File: src/rtl/i2c_target_responder_if.sv
// I2C target bus/local-side signal bundle.
//   scl_in, sda_in : bus levels seen by the target (asynchronous)
//   sda_oe         : target pull-low enable for SDA (open-drain)
//   tx_data/tx_taken : read data offered by local logic, and its latch pulse
//   rx_data/rx_valid : write data delivered to local logic, and its update pulse
//   addr_match, busy : transfer status
// The slave modport is used by the target; the master modport by whatever
// drives the bus and local side (an initiator, a bench).
interface i2c_target_responder_if;
   logic       scl_in;
   logic       sda_in;
   logic       sda_oe;
   logic [7:0] tx_data;
   logic       tx_taken;
   logic [7:0] rx_data;
   logic       rx_valid;
   logic       addr_match;
   logic       busy;

   modport slave (
      input  scl_in, sda_in, tx_data,
      output sda_oe, tx_taken, rx_data, rx_valid, addr_match, busy
   );

   modport master (
      output scl_in, sda_in, tx_data,
      input  sda_oe, tx_taken, rx_data, rx_valid, addr_match, busy
   );
endinterface

File: src/rtl/i2c_target_responder.sv
// I2C target responder with a fixed 7-bit address.
// Ports:
//   clk   : system clock, at least 10x the SCL frequency
//   reset : synchronous active-high reset
//   bus   : i2c_target_responder_if.slave (bus pins plus local rx/tx handshake)
// SCL/SDA are synchronized, edges detected against a one-clock history, and
// SDA is only ever pulled low (sda_oe) or released.
//
// state     | meaning
// ----------+---------------------------------------------------------
// IDLE      | bus free, waiting for START
// ADDR      | shifting in {addr[6:0], rw}
// ADDR_ACK  | pulling SDA low for the address ACK bit
// RX_DATA   | shifting in a write byte
// RX_ACK    | pulling SDA low for the data ACK bit
// TX_DATA   | presenting read byte bits on SCL falls
// TX_ACK    | SDA released, sampling the initiator's ACK/NACK
// WAIT_STOP | not addressed or NACKed; only START/STOP leave
module i2c_target_responder #(
   parameter logic [6:0] SLAVE_ADDR  = 7'b0110110,
   parameter int         SYNC_STAGES = 2
) (
   input logic                   clk,
   input logic                   reset,
   i2c_target_responder_if.slave bus
);

   typedef enum logic [2:0] {
      IDLE, ADDR, ADDR_ACK, RX_DATA, RX_ACK, TX_DATA, TX_ACK, WAIT_STOP
   } state_t;

   logic [SYNC_STAGES-1:0] scl_sync, sda_sync;
   logic scl_prev, sda_prev, scl_cur, sda_cur;
   logic scl_rise, scl_fall, start_det, stop_det;

   state_t     state, state_nxt;
   logic [2:0] cnt, cnt_nxt;
   logic [7:0] shreg, shreg_nxt;
   logic       rw, rw_nxt;
   // Set when the 8th bit of a byte has been sampled; the counter alone
   // cannot tell "byte complete" from "byte not started" since it wraps to 0.
   logic       full, full_nxt;
   logic       sda_oe_q, sda_oe_nxt;
   logic       addr_match_q, addr_match_nxt;
   logic [7:0] rx_data_q, rx_data_nxt;
   logic       rx_valid_q, rx_valid_nxt;
   logic       tx_taken_q, tx_taken_nxt;

   assign scl_cur = scl_sync[SYNC_STAGES-1];
   assign sda_cur = sda_sync[SYNC_STAGES-1];

   // Synchronizers reset to the idle bus level so reset release cannot fake an edge.
   always_ff @(posedge clk) begin
      if (reset) begin
         scl_sync <= '1;
         sda_sync <= '1;
         scl_prev <= 1'b1;
         sda_prev <= 1'b1;
      end else begin
         scl_sync <= {scl_sync[SYNC_STAGES-2:0], bus.scl_in};
         sda_sync <= {sda_sync[SYNC_STAGES-2:0], bus.sda_in};
         scl_prev <= scl_cur;
         sda_prev <= sda_cur;
      end
   end

   assign scl_rise  =  scl_cur & ~scl_prev;
   assign scl_fall  = ~scl_cur &  scl_prev;
   assign start_det =  scl_cur &  scl_prev &  sda_prev & ~sda_cur;
   assign stop_det  =  scl_cur &  scl_prev & ~sda_prev &  sda_cur;

   always_ff @(posedge clk) begin
      if (reset) begin
         state        <= IDLE;
         cnt          <= 3'd0;
         shreg        <= 8'h00;
         rw           <= 1'b0;
         full         <= 1'b0;
         sda_oe_q     <= 1'b0;
         addr_match_q <= 1'b0;
         rx_data_q    <= 8'h00;
         rx_valid_q   <= 1'b0;
         tx_taken_q   <= 1'b0;
      end else begin
         state        <= state_nxt;
         cnt          <= cnt_nxt;
         shreg        <= shreg_nxt;
         rw           <= rw_nxt;
         full         <= full_nxt;
         sda_oe_q     <= sda_oe_nxt;
         addr_match_q <= addr_match_nxt;
         rx_data_q    <= rx_data_nxt;
         rx_valid_q   <= rx_valid_nxt;
         tx_taken_q   <= tx_taken_nxt;
      end
   end

   always_comb begin
      state_nxt      = state;
      cnt_nxt        = cnt;
      shreg_nxt      = shreg;
      rw_nxt         = rw;
      full_nxt       = full;
      sda_oe_nxt     = sda_oe_q;
      addr_match_nxt = addr_match_q;
      rx_data_nxt    = rx_data_q;
      rx_valid_nxt   = 1'b0;
      tx_taken_nxt   = 1'b0;

      if (start_det) begin
         state_nxt      = ADDR;
         cnt_nxt        = 3'd0;
         full_nxt       = 1'b0;
         sda_oe_nxt     = 1'b0;
         addr_match_nxt = 1'b0;
      end else if (stop_det) begin
         state_nxt      = IDLE;
         cnt_nxt        = 3'd0;
         full_nxt       = 1'b0;
         sda_oe_nxt     = 1'b0;
         addr_match_nxt = 1'b0;
      end else begin
         case (state)
            ADDR, RX_DATA: begin
               if (scl_rise) begin
                  shreg_nxt = {shreg[6:0], sda_cur};
                  cnt_nxt   = cnt + 3'd1;
                  if (cnt == 3'd7) full_nxt = 1'b1;
               end else if (scl_fall && full) begin
                  full_nxt = 1'b0;
                  if (state == RX_DATA) begin
                     rx_data_nxt  = shreg;
                     rx_valid_nxt = 1'b1;
                     sda_oe_nxt   = 1'b1;
                     state_nxt    = RX_ACK;
                  end else if (shreg[7:1] == SLAVE_ADDR) begin
                     rw_nxt         = shreg[0];
                     sda_oe_nxt     = 1'b1;
                     addr_match_nxt = 1'b1;
                     state_nxt      = ADDR_ACK;
                  end else begin
                     sda_oe_nxt = 1'b0;
                     state_nxt  = WAIT_STOP;
                  end
               end
            end
            ADDR_ACK, TX_ACK: begin
               if (state == TX_ACK && scl_rise && sda_cur) begin
                  state_nxt = WAIT_STOP;
               end else if (scl_fall) begin
                  cnt_nxt = 3'd0;
                  if (state == ADDR_ACK && !rw) begin
                     sda_oe_nxt = 1'b0;
                     state_nxt  = RX_DATA;
                  end else begin
                     shreg_nxt    = bus.tx_data;
                     tx_taken_nxt = 1'b1;
                     sda_oe_nxt   = ~bus.tx_data[7];
                     state_nxt    = TX_DATA;
                  end
               end
            end
            RX_ACK: begin
               if (scl_fall) begin
                  sda_oe_nxt = 1'b0;
                  cnt_nxt    = 3'd0;
                  state_nxt  = RX_DATA;
               end
            end
            TX_DATA: begin
               // shreg[7] is the bit on the wire; each fall moves to the next one.
               if (scl_fall) begin
                  if (cnt == 3'd7) begin
                     sda_oe_nxt = 1'b0;
                     cnt_nxt    = 3'd0;
                     state_nxt  = TX_ACK;
                  end else begin
                     sda_oe_nxt = ~shreg[6];
                     shreg_nxt  = {shreg[6:0], 1'b0};
                     cnt_nxt    = cnt + 3'd1;
                  end
               end
            end
            default: ;
         endcase
      end
   end

   assign bus.sda_oe     = sda_oe_q;
   assign bus.addr_match = addr_match_q;
   assign bus.rx_data    = rx_data_q;
   assign bus.rx_valid   = rx_valid_q;
   assign bus.tx_taken   = tx_taken_q;
   assign bus.busy       = (state != IDLE);

endmodule

File: src/flat_wrapper.sv
// flat-port wrapper written by rule: the top's interface ports become plain ports
module i2c_target_responder_flat 
#(
   parameter logic [6:0] SLAVE_ADDR  = 7'b0110110,
   parameter int         SYNC_STAGES = 2
)
  (clk, reset, bus_scl_in, bus_sda_in, bus_tx_data, bus_sda_oe, bus_tx_taken, bus_rx_data, bus_rx_valid, bus_addr_match, bus_busy);
  i2c_target_responder_if bus_i ();
  input logic clk;
  input logic reset;
  input wire logic [$bits(bus_i.scl_in)-1:0] bus_scl_in;
  input wire logic [$bits(bus_i.sda_in)-1:0] bus_sda_in;
  input wire logic [$bits(bus_i.tx_data)-1:0] bus_tx_data;
  output wire logic [$bits(bus_i.sda_oe)-1:0] bus_sda_oe;
  output wire logic [$bits(bus_i.tx_taken)-1:0] bus_tx_taken;
  output wire logic [$bits(bus_i.rx_data)-1:0] bus_rx_data;
  output wire logic [$bits(bus_i.rx_valid)-1:0] bus_rx_valid;
  output wire logic [$bits(bus_i.addr_match)-1:0] bus_addr_match;
  output wire logic [$bits(bus_i.busy)-1:0] bus_busy;
  assign bus_i.scl_in = bus_scl_in;
  assign bus_i.sda_in = bus_sda_in;
  assign bus_i.tx_data = bus_tx_data;
  assign bus_sda_oe = bus_i.sda_oe;
  assign bus_tx_taken = bus_i.tx_taken;
  assign bus_rx_data = bus_i.rx_data;
  assign bus_rx_valid = bus_i.rx_valid;
  assign bus_addr_match = bus_i.addr_match;
  assign bus_busy = bus_i.busy;
  i2c_target_responder #(.SLAVE_ADDR(SLAVE_ADDR), .SYNC_STAGES(SYNC_STAGES)) u_core (.clk(clk), .reset(reset), .bus(bus_i));
endmodule
File: config.mk
export PLATFORM = sky130hd
export DESIGN_NAME = i2c_target_responder_flat
export DESIGN_NICKNAME = d
export VERILOG_FILES = /design/src/rtl/i2c_target_responder_if.sv /design/src/rtl/i2c_target_responder.sv /design/src/flat_wrapper.sv
export SDC_FILE = /design/constraint.sdc
export NUM_CORES = 1
export LEC_CHECK = 0
export ABC_AREA = 1
export ABC_CLOCK_PERIOD_IN_PS = 2400
export CAP_MARGIN = 40
export CORE_MARGIN = 2
export CORE_UTILIZATION = 55
export DETAILED_ROUTE_END_ITERATION = 10
export PLACE_DENSITY = 0.76
export SYNTH_ARGS = -nofsm -noshare
export SYNTH_HDL_FRONTEND = slang
export SYNTH_SLANG_ARGS = --single-unit
File: constraint.sdc
create_clock -name clk -period 2.4 [get_ports clk]
set_clock_uncertainty 0.1 [all_clocks]
set_input_delay 0.48 -clock clk [delete_from_list [all_inputs] [get_ports clk]]
set_output_delay 0.48 -clock clk [all_outputs]
set_load 0.05 [all_outputs]
==> impl_metrics.tcl <==
set metrics [dict create \
    status "completed" \
    timing.final.setup_violations 0 \
    critical_path.max_stage_delay_ns 0.80 \
    maximum_number_of_pins_on_one_net_before_global_route_repair 21 \
    cts_tree "built" \
    total_number_of_clock_tree_sinks 34 \
    synth.area.top_cells "sky130_fd_sc_hd__dfxtp_1 (38%), sky130_fd_sc_hd__nand2_1 (11%), sky130_fd_sc_hd__nor2_1 (7.8%)" \
    clock-root-buffer "sky130_fd_sc_hd__clkbuf_4" \
    crit_path_top_delay_cell "sky130_fd_sc_hd__clkdlybuf4s50_1" \
    routed-via-count 1607 \
    postLayoutCoreUtil 0.6803 \
    die_area_um2 3706 \
    dp_slack_ns 0.4641 \
    final-hold-violation-count 0 \
    post_route_cells_drive_above_1_share 0.1418 \
    crit_chain "clkdlybuf4s50_1" \
    post_cts_buffers 0 \
    mappedNetlistArea_um2 1779 \
    worstPathMaxFanout 2 \
    cts_made_buffers 5 \
    vdd_ir_drop_max_uv 492.5 \
    timing.final.ws_setup_ns 0.3350 \
    holdBufCountCts 0 \
    floorplan.io_pins 25 \
    hpwlAfterDp_um 2751 \
    pwr_density_cell_nw_per_um2 910.0 \
    timing.setup.tns_ns 0 \
    endpoint_kind "primary output" \
    seq_power_share 0.387 \
    seq_area_frac_synth 0.3826 \
    synthDominantCellAreaShare 0.3826 \
    minimum_setup_slack_among_reg_to_reg_paths_ns 0.59 \
    globalRouteOverflowTotal 0 \
    power.switching_uw 797.6 \
    detail-route-antenna-nets 0 \
    synth.distinct_cells 31 \
    die-width_um 60.88 \
    maxClockFrequency_mhz 484.3 \
    antenna_violations_before_repair 0 \
    grt.total_usage 0.2275 \
    clkPwrFrac 0.176 \
    synth.yosys.warnings 0 \
    drc 0 \
    slew_violations 0 \
    cpLargestDelayFamily "buffers and inverters" \
    syn-num-nets 264 \
    clk-insertion-delay-late_ns 0.34 \
    stdcell_count 319 \
    synthesis.area_per_instance_um2 7.117 \
    max_slew_margin 0.6274 \
    fin_worst_hold_slack_ns 0.3185 \
    ys_ff_latch 34 \
    placement_rows 20 \
    netSwitchingFraction 0.4220 \
    actual_transition_at_the_worst_max_transition_pin_ns 0.5582 \
    comb_power_share 0.438 \
    place.gp.congestion 0.8916 \
    fp.coreArea_um2 3053 \
    cellInternalPower_uw 1093 \
    netlist_instances 250 \
    cp_launch_type "flip-flop" \
    gr-usage-met1 0.3219 \
    vias_per_cell 5.038 \
    initial_utilization 0.5828 \
    routed_wire_per_std_cell_um 11.71 \
    static-leakage-power_uw 0.0008938 \
    netlist.top_cell.by_area "sky130_fd_sc_hd__dfxtp_1" \
    syn_to_final_growth_pct 16.74 \
    routed_wirelength_um 3735 \
    clk_pin_slew_worst_paths_ns 0.10 \
    drt_first_pass_iters 4 \
    use_met2 0.3149 \
    grt_setup_unrepaired "no" \
    cts_max_level 2 \
    critical_path_arrival_ns 1.48 \
    hold_path_class "flip-flop to flip-flop" \
    post_cts_sizing 0 \
    port_buffers 24 \
    worst_ep_required_time_ns 1.82 \
    grt.met3_usage 0.07249 \
    layout_net_count 288 \
    cts_max_path_buffers 2 \
    wire_length_of_the_first_global_routing_pass_um 6037 \
    place.detailed.instances 311 \
    worst-path-buf-inv 1 \
    gr-max-usage-layer "met1" \
    antennaDiodeCount 0 \
    grt_pass1_vias 1333 \
    crit_type "flip-flop to primary output" \
    finalCritPeriodShare 0.8604 \
    max-cap-violations 0 \
    finalCriticalPeriod_ns 2.065 \
    dieHeight_um 60.88 \
    initialDrtViolationCount 82 \
]
==> worst reg2reg max path: cells and delay by family, from the launching register on <==
| family | cells | cell delay, ns |
|---|---|---|
| DFF | 1 | 0.55 |
| and+or+nand+nor | 8 | 1.10 |
==> worst paths after layout <==
check	end	cells after the start	start
min	u_core.scl_sync[1]$_SDFF_PP1_	1	u_core.scl_sync[0]$_SDFF_PP1_
min reg2reg	u_core.scl_sync[1]$_SDFF_PP1_	1	u_core.scl_sync[0]$_SDFF_PP1_
max	bus_rx_data[4]	1	u_core.bus.rx_data[4]$_SDFFE_PP0P_
max reg2reg	u_core.shreg[7]$_SDFFE_PP0P_	8	u_core.state[2]$_SDFFE_PP0P_
==> placed cells by master (no fill, tap or decap) <==
cell type and instances:
sky130_fd_sc_hd__nand3_1 9, sky130_fd_sc_hd__o21ai_0 21, sky130_fd_sc_hd__nand3_2 1, sky130_fd_sc_hd__nand2_1 50, sky130_fd_sc_hd__nand4_1 1, sky130_fd_sc_hd__inv_1 24, sky130_fd_sc_hd__inv_4 1, sky130_fd_sc_hd__nor3_1 3
sky130_fd_sc_hd__nor2_2 2, sky130_fd_sc_hd__nor2_4 3, sky130_fd_sc_hd__clkbuf_4 5, sky130_fd_sc_hd__dfxtp_1 34, sky130_fd_sc_hd__clkbuf_8 1, sky130_fd_sc_hd__nand2_4 2, sky130_fd_sc_hd__buf_4 1, sky130_fd_sc_hd__a31oi_1 1
sky130_fd_sc_hd__clkdlybuf4s50_1 23, sky130_fd_sc_hd__inv_2 5, sky130_fd_sc_hd__nand2_2 6, sky130_fd_sc_hd__nor2_8 1, sky130_fd_sc_hd__a21oi_2 4, sky130_fd_sc_hd__a32oi_1 1, sky130_fd_sc_hd__nand3b_1 9, sky130_fd_sc_hd__o21ai_2 1
sky130_fd_sc_hd__a21oi_1 16, sky130_fd_sc_hd__clkbuf_1 1, sky130_fd_sc_hd__nor2_1 37, sky130_fd_sc_hd__or2_2 4, sky130_fd_sc_hd__o21ai_1 4, sky130_fd_sc_hd__clkinv_2 1, sky130_fd_sc_hd__nand3_4 1, sky130_fd_sc_hd__ha_1 2
==> logic make-up after synthesis <==
family | count (synthesis) | share of synthesized area
adders and majority gates | 2 | 0.01406
AOI/OAI and AO/OA | 48 | 0.1484
DFF | 34 | 0.3826
buffers and inverters | 37 | 0.09564
and+or+nand+nor | 129 | 0.3593
==> power groups by stage <==
stage	combinational, uW	clock [uW]	sequential, uW
detailed placement	822	0	743
finish	828	332	731
global route	926	367	743
floorplan	716	0	729
global placement	813	0	743
CTS	823	339	730
==> flip-flops by register name, summed over array words and instances, names as in the netlist <==
signal                 flops
u_core.cnt                 3
u_core.scl_sync            2
u_core.bus.sda_oe          1
u_core.rw                  1
u_core.bus.addr_match      1
u_core.bus.rx_valid        1
u_core.bus.rx_data         8
u_core.sda_sync            2
u_core.bus.tx_taken        1
u_core.scl_prev            1
u_core.state               3
u_core.sda_prev            1
u_core.shreg               8
u_core.full                1
==> per-stage QoR <==
stage / cell area, um^2 / power (uW)
2_1_floorplan: 1779 / 1445
3_3_place_gp: 2017 / 1556
3_5_place_dp: 2017 / 1565
4_1_cts: 2077 / 1892
5_1_grt: 2077 / 2036
6_report: 2077 / 1890
==> per-layer routing <==
layer	share of wire	vias up
met3	0.052	6
met5	0	-
li1	-	849
met4	0.021	0
met1	0.51	714
met2	0.41	38
==> cells in the mapped netlist <==
library cell / n
sky130_fd_sc_hd__buf_4: 2
sky130_fd_sc_hd__nand2_2: 6
sky130_fd_sc_hd__nor2_4: 3
sky130_fd_sc_hd__ha_1: 2
sky130_fd_sc_hd__nand2_1: 50
sky130_fd_sc_hd__a32oi_1: 1
sky130_fd_sc_hd__nand3_1: 9
sky130_fd_sc_hd__o21ai_1: 4
sky130_fd_sc_hd__dfxtp_1: 34
sky130_fd_sc_hd__inv_1: 24
sky130_fd_sc_hd__o21ai_0: 21
sky130_fd_sc_hd__buf_8: 1
sky130_fd_sc_hd__o21ai_2: 1
sky130_fd_sc_hd__nand3_2: 1
sky130_fd_sc_hd__nor2_2: 2
sky130_fd_sc_hd__nor2_8: 1
sky130_fd_sc_hd__buf_2: 2
sky130_fd_sc_hd__nor2_1: 37
sky130_fd_sc_hd__nor3_1: 3
sky130_fd_sc_hd__a21oi_1: 16
sky130_fd_sc_hd__nand4_1: 1
sky130_fd_sc_hd__nand3_4: 1
sky130_fd_sc_hd__nand3b_1: 9
sky130_fd_sc_hd__buf_6: 1
sky130_fd_sc_hd__a21oi_2: 4
sky130_fd_sc_hd__nand2_4: 2
sky130_fd_sc_hd__buf_1: 1
sky130_fd_sc_hd__a31oi_1: 1
sky130_fd_sc_hd__inv_4: 1
sky130_fd_sc_hd__inv_2: 5
sky130_fd_sc_hd__or2_2: 4
==> final cells by class <==
cell class | instances | area [um^2]
clock inverter | 1 | 5.005
clock buffer | 7 | 55.05
multi-input combinational | 179 | 928.4
inverter | 30 | 115.1
tap | 44 | 55.05
sequential | 34 | 680.7
timing repair buffer | 24 | 237.7
fill | 287 | 975.9
Power figures use the tool's default switching activity.
